`src/rtl/cpu_pc_stack_if.sv`:
```
// Control and bus bundle between the SAP sequencer and the program counter.
// The sequencer drives the master side; the PC block is the slave.
interface cpu_pc_stack_if #(
  parameter int ADDR_W      = 8,
  parameter int STACK_DEPTH = 4
);
  localparam int SP_W = $clog2(STACK_DEPTH + 1);

  logic [ADDR_W-1:0] bus_in;
  logic [ADDR_W-1:0] bus_out;
  logic              lp;
  logic              c;
  logic              call;
  logic              ret;
  logic [SP_W-1:0]   sp;
  logic              stack_full;
  logic              stack_empty;
  logic              ovf_err;
  logic              unf_err;

  modport master (
    output bus_in, lp, c, call, ret,
    input  bus_out, sp, stack_full, stack_empty, ovf_err, unf_err
  );

  modport slave (
    input  bus_in, lp, c, call, ret,
    output bus_out, sp, stack_full, stack_empty, ovf_err, unf_err
  );
endinterface

```
`src/rtl/cpu_pc_stack.sv`:
```
// Program counter with hardware return-address stack for the SAP CPU.
// One action per cycle, priority ret > call > lp > c; error flags are sticky.
module cpu_pc_stack #(
  parameter int                 ADDR_W      = 8,
  parameter int                 STACK_DEPTH = 4,
  parameter logic [ADDR_W-1:0]  RESET_ADDR  = '0
) (
  input  logic          clk,
  input  logic          rst,
  cpu_pc_stack_if.slave pc_if
);
  localparam int              SP_W = $clog2(STACK_DEPTH + 1);
  localparam logic [SP_W-1:0] FULL = SP_W'(STACK_DEPTH);

  logic [ADDR_W-1:0]                   r_pc;
  logic [SP_W-1:0]                     r_sp;
  logic [STACK_DEPTH-1:0][ADDR_W-1:0]  r_stack;
  logic                                r_ovf;
  logic                                r_unf;

  logic [ADDR_W-1:0] w_pc_inc;
  logic [ADDR_W-1:0] w_top;
  logic              w_full;
  logic              w_empty;
  logic              w_pop;
  logic              w_push;

  assign w_pc_inc = r_pc + ADDR_W'(1);
  assign w_full   = (r_sp == FULL);
  assign w_empty  = (r_sp == '0);
  assign w_pop    = pc_if.ret && !w_empty;
  // ret wins over call, so push and pop never coincide on the array
  assign w_push   = !pc_if.ret && pc_if.call && !w_full;

  always_comb begin
    w_top = '0;
    for (int i = 0; i < STACK_DEPTH; i++)
      if (r_sp == SP_W'(i + 1)) w_top = r_stack[i];
  end

  always_ff @(posedge clk) begin
    if (!rst) begin
      r_pc  <= RESET_ADDR;
      r_sp  <= '0;
      r_ovf <= 1'b0;
      r_unf <= 1'b0;
    end else if (pc_if.ret) begin
      if (w_pop) begin
        r_pc <= w_top;
        r_sp <= r_sp - SP_W'(1);
      end else begin
        r_unf <= 1'b1;
      end
    end else if (pc_if.call) begin
      if (w_push) begin
        r_pc <= pc_if.bus_in;
        r_sp <= r_sp + SP_W'(1);
      end else begin
        r_ovf <= 1'b1;
      end
    end else if (pc_if.lp) begin
      r_pc <= pc_if.bus_in;
    end else if (pc_if.c) begin
      r_pc <= w_pc_inc;
    end
  end

  // Stack contents are don't-care after reset, so no reset term here
  always_ff @(posedge clk) begin
    for (int i = 0; i < STACK_DEPTH; i++)
      if (rst && w_push && r_sp == SP_W'(i)) r_stack[i] <= w_pc_inc;
  end

  assign pc_if.bus_out     = r_pc;
  assign pc_if.sp          = r_sp;
  assign pc_if.stack_full  = w_full;
  assign pc_if.stack_empty = w_empty;
  assign pc_if.ovf_err     = r_ovf;
  assign pc_if.unf_err     = r_unf;
endmodule

```
`src/flat_wrapper.sv`:
```
// flat-port wrapper written by rule: the top's interface ports become plain ports
module cpu_pc_stack_flat 
#(
  parameter int                 ADDR_W      = 8,
  parameter int                 STACK_DEPTH = 4,
  parameter logic [ADDR_W-1:0]  RESET_ADDR  = '0
)
  (clk, rst, pc_if_bus_in, pc_if_lp, pc_if_c, pc_if_call, pc_if_ret, pc_if_bus_out, pc_if_sp, pc_if_stack_full, pc_if_stack_empty, pc_if_ovf_err, pc_if_unf_err);
  cpu_pc_stack_if #(.ADDR_W(ADDR_W), .STACK_DEPTH(STACK_DEPTH)) pc_if_i ();
  input  logic clk;
  input  logic rst;
  input wire logic [$bits(pc_if_i.bus_in)-1:0] pc_if_bus_in;
  input wire logic [$bits(pc_if_i.lp)-1:0] pc_if_lp;
  input wire logic [$bits(pc_if_i.c)-1:0] pc_if_c;
  input wire logic [$bits(pc_if_i.call)-1:0] pc_if_call;
  input wire logic [$bits(pc_if_i.ret)-1:0] pc_if_ret;
  output wire logic [$bits(pc_if_i.bus_out)-1:0] pc_if_bus_out;
  output wire logic [$bits(pc_if_i.sp)-1:0] pc_if_sp;
  output wire logic [$bits(pc_if_i.stack_full)-1:0] pc_if_stack_full;
  output wire logic [$bits(pc_if_i.stack_empty)-1:0] pc_if_stack_empty;
  output wire logic [$bits(pc_if_i.ovf_err)-1:0] pc_if_ovf_err;
  output wire logic [$bits(pc_if_i.unf_err)-1:0] pc_if_unf_err;
  assign pc_if_i.bus_in = pc_if_bus_in;
  assign pc_if_i.lp = pc_if_lp;
  assign pc_if_i.c = pc_if_c;
  assign pc_if_i.call = pc_if_call;
  assign pc_if_i.ret = pc_if_ret;
  assign pc_if_bus_out = pc_if_i.bus_out;
  assign pc_if_sp = pc_if_i.sp;
  assign pc_if_stack_full = pc_if_i.stack_full;
  assign pc_if_stack_empty = pc_if_i.stack_empty;
  assign pc_if_ovf_err = pc_if_i.ovf_err;
  assign pc_if_unf_err = pc_if_i.unf_err;
  cpu_pc_stack #(.ADDR_W(ADDR_W), .STACK_DEPTH(STACK_DEPTH), .RESET_ADDR(RESET_ADDR)) u_core (.clk(clk), .rst(rst), .pc_if(pc_if_i));
endmodule
```
`config.mk`:
```
export PLATFORM = sky130hd
export DESIGN_NAME = cpu_pc_stack_flat
export DESIGN_NICKNAME = d
export VERILOG_FILES = /design/src/rtl/cpu_pc_stack_if.sv /design/src/rtl/cpu_pc_stack.sv /design/src/flat_wrapper.sv
export SDC_FILE = /design/constraint.sdc
export NUM_CORES = 1
export LEC_CHECK = 0
export ABC_AREA = 1
export CORE_UTILIZATION = 30
export CTS_BUF_LIST = sky130_fd_sc_hd__clkbuf_4 sky130_fd_sc_hd__clkbuf_8
export DETAILED_ROUTE_END_ITERATION = 8
export PLACE_DENSITY = 0.59
export SLEW_MARGIN = 5
export SYNTH_ARGS = -nofsm -noshare
export SYNTH_HDL_FRONTEND = slang
export SYNTH_SLANG_ARGS = --single-unit
```
`constraint.sdc`:
```
create_clock -name clk -period 2.5 [get_ports clk]
set_clock_uncertainty 0.1 [all_clocks]
set_input_delay 0.5 -clock clk [delete_from_list [all_inputs] [get_ports clk]]
set_output_delay 0.5 -clock clk [all_outputs]
set_load 0.005 [all_outputs]
```
[After elaboration in Yosys (flattened, before gate mapping)]
Index checks and enable logic that the tools add are counted.
Storage, ports and cells
  logic and storage cells: 53
  bits in registers: 45
  output and inout bits: 15
  input port bits: 14
Cells by class
  add/subtract/negate cells: 3
  reductions and logical operators: 19
  eq/ne operators: 6
  bitwise operators: 3
  multiplexer cells: 14
Operators by type and width (number)
  two-way mux 8 bit: 10
  two-way mux 3 bit: 4
  AND reduction 3 bit: 3
  adder 8 x 1 -> 8 bit, second input constant: 1
  logical AND 1 bit: 8
  == test 3 x 2 -> 1 bit, second input constant: 2
  nonzero test 2 bit: 2
  nonzero test 4 bit: 1
  adder 3 x 1 -> 3 bit, second input constant: 1
  == test 3 x 1 -> 1 bit, second input constant: 1
  == test 3 bit, second input constant: 1
  logical NOT 1 bit: 3
  logical NOT 3 bit: 1
  inequality test 3 x 1 -> 1 bit, second input constant: 1
  NOT 1 bit: 3
  subtractor 3 x 1 -> 3 bit, second input constant: 1
  inequality test 2 x 1 -> 1 bit, second input constant: 1
  AND reduction 2 bit: 1

[Depth between registers and ports, before layout]
  depth in word-level cells: 7
  gate-level depth with buffers: 12
  gate-level depth less buffers: 12

[Least setup slack after synthesis]
No wires, ideal clock.
  path type: register to register
  start point: register u_core.r_sp[0], in the netlist u_core.pc_if.sp[0]
  end point: register u_core.r_stack[16] in the netlist's numbering, enable pin
  period minus slack after synthesis: 2.290 ns
  path buffers: 1
  cell stages (with the launch flop): 7
  setup time: 0.383 ns
  required time: 2.017 ns
  setup slack: 0.210 ns
  data arrival time: 1.807 ns
  path through: dfxtp_1 > inv_1 > ha_1 > nand2_4 > buf_4 > nand4_1 > nor3_1
Between the ends
  longest elaborated chain between the ends: 5
  elaborated cells on any way between the ends: 6
  classes of those cells: eq/ne: 2; reduce/logical: 4
Ends and longest elaborated chain
  from (decl): RTL line cpu_pc_stack.sv:16  | logic [SP_W-1:0] r_sp;
  from (signal assigned): RTL line cpu_pc_stack.sv:50  | r_sp <= r_sp - SP_W'(1);
  from (signal assigned): RTL line cpu_pc_stack.sv:57  | r_sp <= r_sp + SP_W'(1);
  == test 3 bit: RTL line cpu_pc_stack.sv:29  | assign w_full = (r_sp == FULL);
  logical NOT 1 bit: RTL line cpu_pc_stack.sv:33  | assign w_push = !pc_if.ret && pc_if.call && !w_full;
  logical AND 1 bit: RTL line cpu_pc_stack.sv:33
  logical AND 1 bit: RTL line cpu_pc_stack.sv:71  | if (rst && w_push && r_sp == SP_W'(i)) r_stack[i] <= w_pc_inc;
  logical AND 1 bit *: RTL line cpu_pc_stack.sv:71
  to (signal, indexed assignment): RTL line cpu_pc_stack.sv:71
  to (decl): RTL line cpu_pc_stack.sv:17  | logic [STACK_DEPTH-1:0][ADDR_W-1:0] r_stack;
Mark *: on every way between the ends. The rest lies on a longest branch, timed or not.
A chain may end at the register's enable or synchronous reset.

[Worst setup path after layout]
  start point: register u_core.r_sp[1], in the netlist u_core.pc_if.sp[1]
  end point: output port pc_if_stack_full
Between the ends
  longest elaborated chain between the ends: 1
Ends and longest elaborated chain
  == test 3 bit: RTL line cpu_pc_stack.sv:29
  to (decl): RTL line flat_wrapper.sv:19  | output wire logic [$bits(pc_if_i.stack_full)-1:0] pc_if_stack_full;
No other way between the ends.

==> flow_summary.ini <==
[cts]
cts_tree = done
cts.path.max_buffers = 2
cts.sink_count = 45
cts_hold_buf = 0
cts.htree.levels = 2
numCtsBuffers = 5
postCtsSetupBuffers = 0
insertion_delay_ns = 0.29
clk_pin_slew_ns = 0.08
cts-root-buf = clkbuf_8
cts.repair.resized = 0

[critical_path]
critical_path.max_fanout = 19
startpoint = u_core.pc_if.sp[1]$_SDFFE_PN0P_
worstSetupPathType = reg2out
crit_path_end = pc_if_stack_full
r2r-end = u_core.r_stack[27]$_DFFE_PP_
r2r_cells = 6
r2r_slack_ns = 0.54
rr_startpoint = u_core.pc_if.sp[0]$_SDFFE_PN0P_
critical_path_arrival_ns = 1.79
start_kind = register
critPathRequiredTime_ns = 1.90
cp-end-kind = output pin

[place]
dpl.hpwl_mm = 3.98
numPortBuffers = 28
place_congestion = 0.808
dp.cells = 416

[layout]
regArea_um2 = 1220
num_antenna_cells = 0
nNetsFinal = 342
final_cells = 424
fillerInstances = 822
layout_common_cells = 79 x nand2_1, 48 x nor2_1, 32 x edfxtp_1
postLayoutCoreUtil_pct = 37.8
drive_gt1_share_pct = 11.5
area_growth_pct = 21.2
final_common_cell = nand2_1
multi_input_area_um2 = 1030

[sta]
hold_viol = 0
finalMaxSlewViolations = 0
setup_tns_ns = 0
setup-violations-final = 0
tightestPinTransition_ns = 0.418
finalCriticalPeriod_ns = 2.39
rsz0062_at_grt = no
fmax_mhz = 418
post-route-period-util_pct = 95.6
max_slew_margin_pct = 72.0

[grt]
antenna_found_initial = 0
grt_max_degree = 20
grt_pass1_vias = 1772
use_met3_pct = 2.32
track_usage_pct = 12.9
grt_pass1_wl_mm = 8.61
grtUsageMet2_pct = 20.9
gr-total-overflow = 0
busiest_layer = met2
met1_usage_pct = 17.9

[route]
drt-vias-per-instance = 4.37
routedWlPerCell_um = 12.0
drc_errors = 0
drt_wl_total_mm = 5.10
drtPass1Iterations = 4
drt_iter0_drc = 94
vias = 1853
ant_nets = 0

[pwr]
ir_drop_uv = 283
p_leak_uw = 0.00124
power_density_nw_per_um2 = 681

[yosys]
syn_avg_cell_area_um2 = 8.57
yosys_register_bits = 45
synth_nets = 304
ys_seq_area_share_pct = 50.4
synth.distinct_cells = 29
yosysWarningCount = 0
syn_inst = 283
synth_area_um2 = 2420

[floorplanning]
io_pins = 29
start_util_pct = 31.2
fp.coreArea_um2 = 7770
die_area_um2 = 8450
die_h_um = 91.9
num_rows = 32
die_x_um = 91.9

[job]
drv_cap = 0

[run_status]
outcome = complete, no violations

[worst_hold_path]
hold_path_class = reg2reg
## routing by layer
layer / wire length [um] / vias up
met4: 29 / 0
met2: 2310 / 26
met1: 2640 / 836
met3: 115 / 2
li1: - / 989
met5: 0 / -
## power breakdown
group	total (uW)	internal (uW)	switching, uW	leakage [uW]
clock network	435	193	242	0.0000439
registers	938	884	53.8	0.000400
logic	630	265	364	0.000792
total	2000	1340	661	0.00124
## flip-flops by register name, indices dropped and copies added (netlist names)
| signal | count |
|---|---|
| u_core.pc_if.unf_err | 1 |
| u_core.pc_if.ovf_err | 1 |
| u_core.r_stack | 32 |
| u_core.pc_if.bus_out | 8 |
| u_core.pc_if.sp | 3 |
## stage by stage
stage	hold WS, ns	setup slack, ns	instance area [um2]	power (uW)
after floorplan	0.358	0.210	2420	1350
after global placement	0.353	0.369	2850	1580
after detailed placement	0.356	0.350	2850	1590
after CTS	0.375	0.0370	2940	2020
after global routing	0.401	0.0126	2940	2130
final	0.369	0.110	2940	2000
## area by class of cell
class,instances,area share [%]
repair buffers,37,11.8
clock buffers,5,2.34
flip-flops and latches,45,41.5
inverters,32,4.26
clock inverters,3,0.596
multi-input cells,200,35.1
well taps,102,4.34
## critical path, cell delays in order, from the launching register on
cell,delay [ns]
dfxtp_1,0.36
inv_1,0.12
ha_2,0.24
nand2_4,0.15
inv_2,0.13
clkdlybuf4s50_1,0.50
## Yosys cell counts, drive strengths merged
cell type	number	area [um2]
nand2	83	337
nor2	53	263
edfxtp	32	961
inv	31	121
nand3	20	113
a21oi	15	75.1
o21ai	14	81.3
dfxtp	13	260
ha	7	87.6
buf	6	50.0
nand3b	2	27.5
nor3	2	10.0
a211oi	1	12.5
clkinv	1	3.75
nand4	1	6.26
o21a	1	7.51
xnor2	1	8.76
## kinds of logic after synthesis
| family | count (synthesis) | synth area share [%] |
|---|---|---|
| AND/OR/NAND/NOR | 161 | 31.2 |
| flip-flops | 45 | 50.4 |
| buffers and inverters | 38 | 7.22 |
| AO/OA/AOI/OAI | 31 | 7.28 |
| adder cells (fa/ha/maj) | 7 | 3.61 |
| XOR/XNOR | 1 | 0.361 |
## worst min-delay path by stage
stage	cells past startpoint	end	slack [ns]	start
2_1_floorplan	2	u_core.pc_if.ovf_err$_SDFFE_PN0P_	0.36	u_core.pc_if.ovf_err$_SDFFE_PN0P_
3_3_place_gp	2	u_core.pc_if.ovf_err$_SDFFE_PN0P_	0.35	u_core.pc_if.ovf_err$_SDFFE_PN0P_
3_5_place_dp	1	u_core.pc_if.unf_err$_SDFFE_PN0P_	0.36	u_core.pc_if.unf_err$_SDFFE_PN0P_
4_1_cts	1	u_core.pc_if.unf_err$_SDFFE_PN0P_	0.37	u_core.pc_if.unf_err$_SDFFE_PN0P_
5_1_grt	1	u_core.pc_if.unf_err$_SDFFE_PN0P_	0.40	u_core.pc_if.unf_err$_SDFFE_PN0P_
6_report	1	u_core.pc_if.unf_err$_SDFFE_PN0P_	0.37	u_core.pc_if.unf_err$_SDFFE_PN0P_
No activity file was read; power rests on OpenSTA's default activity.
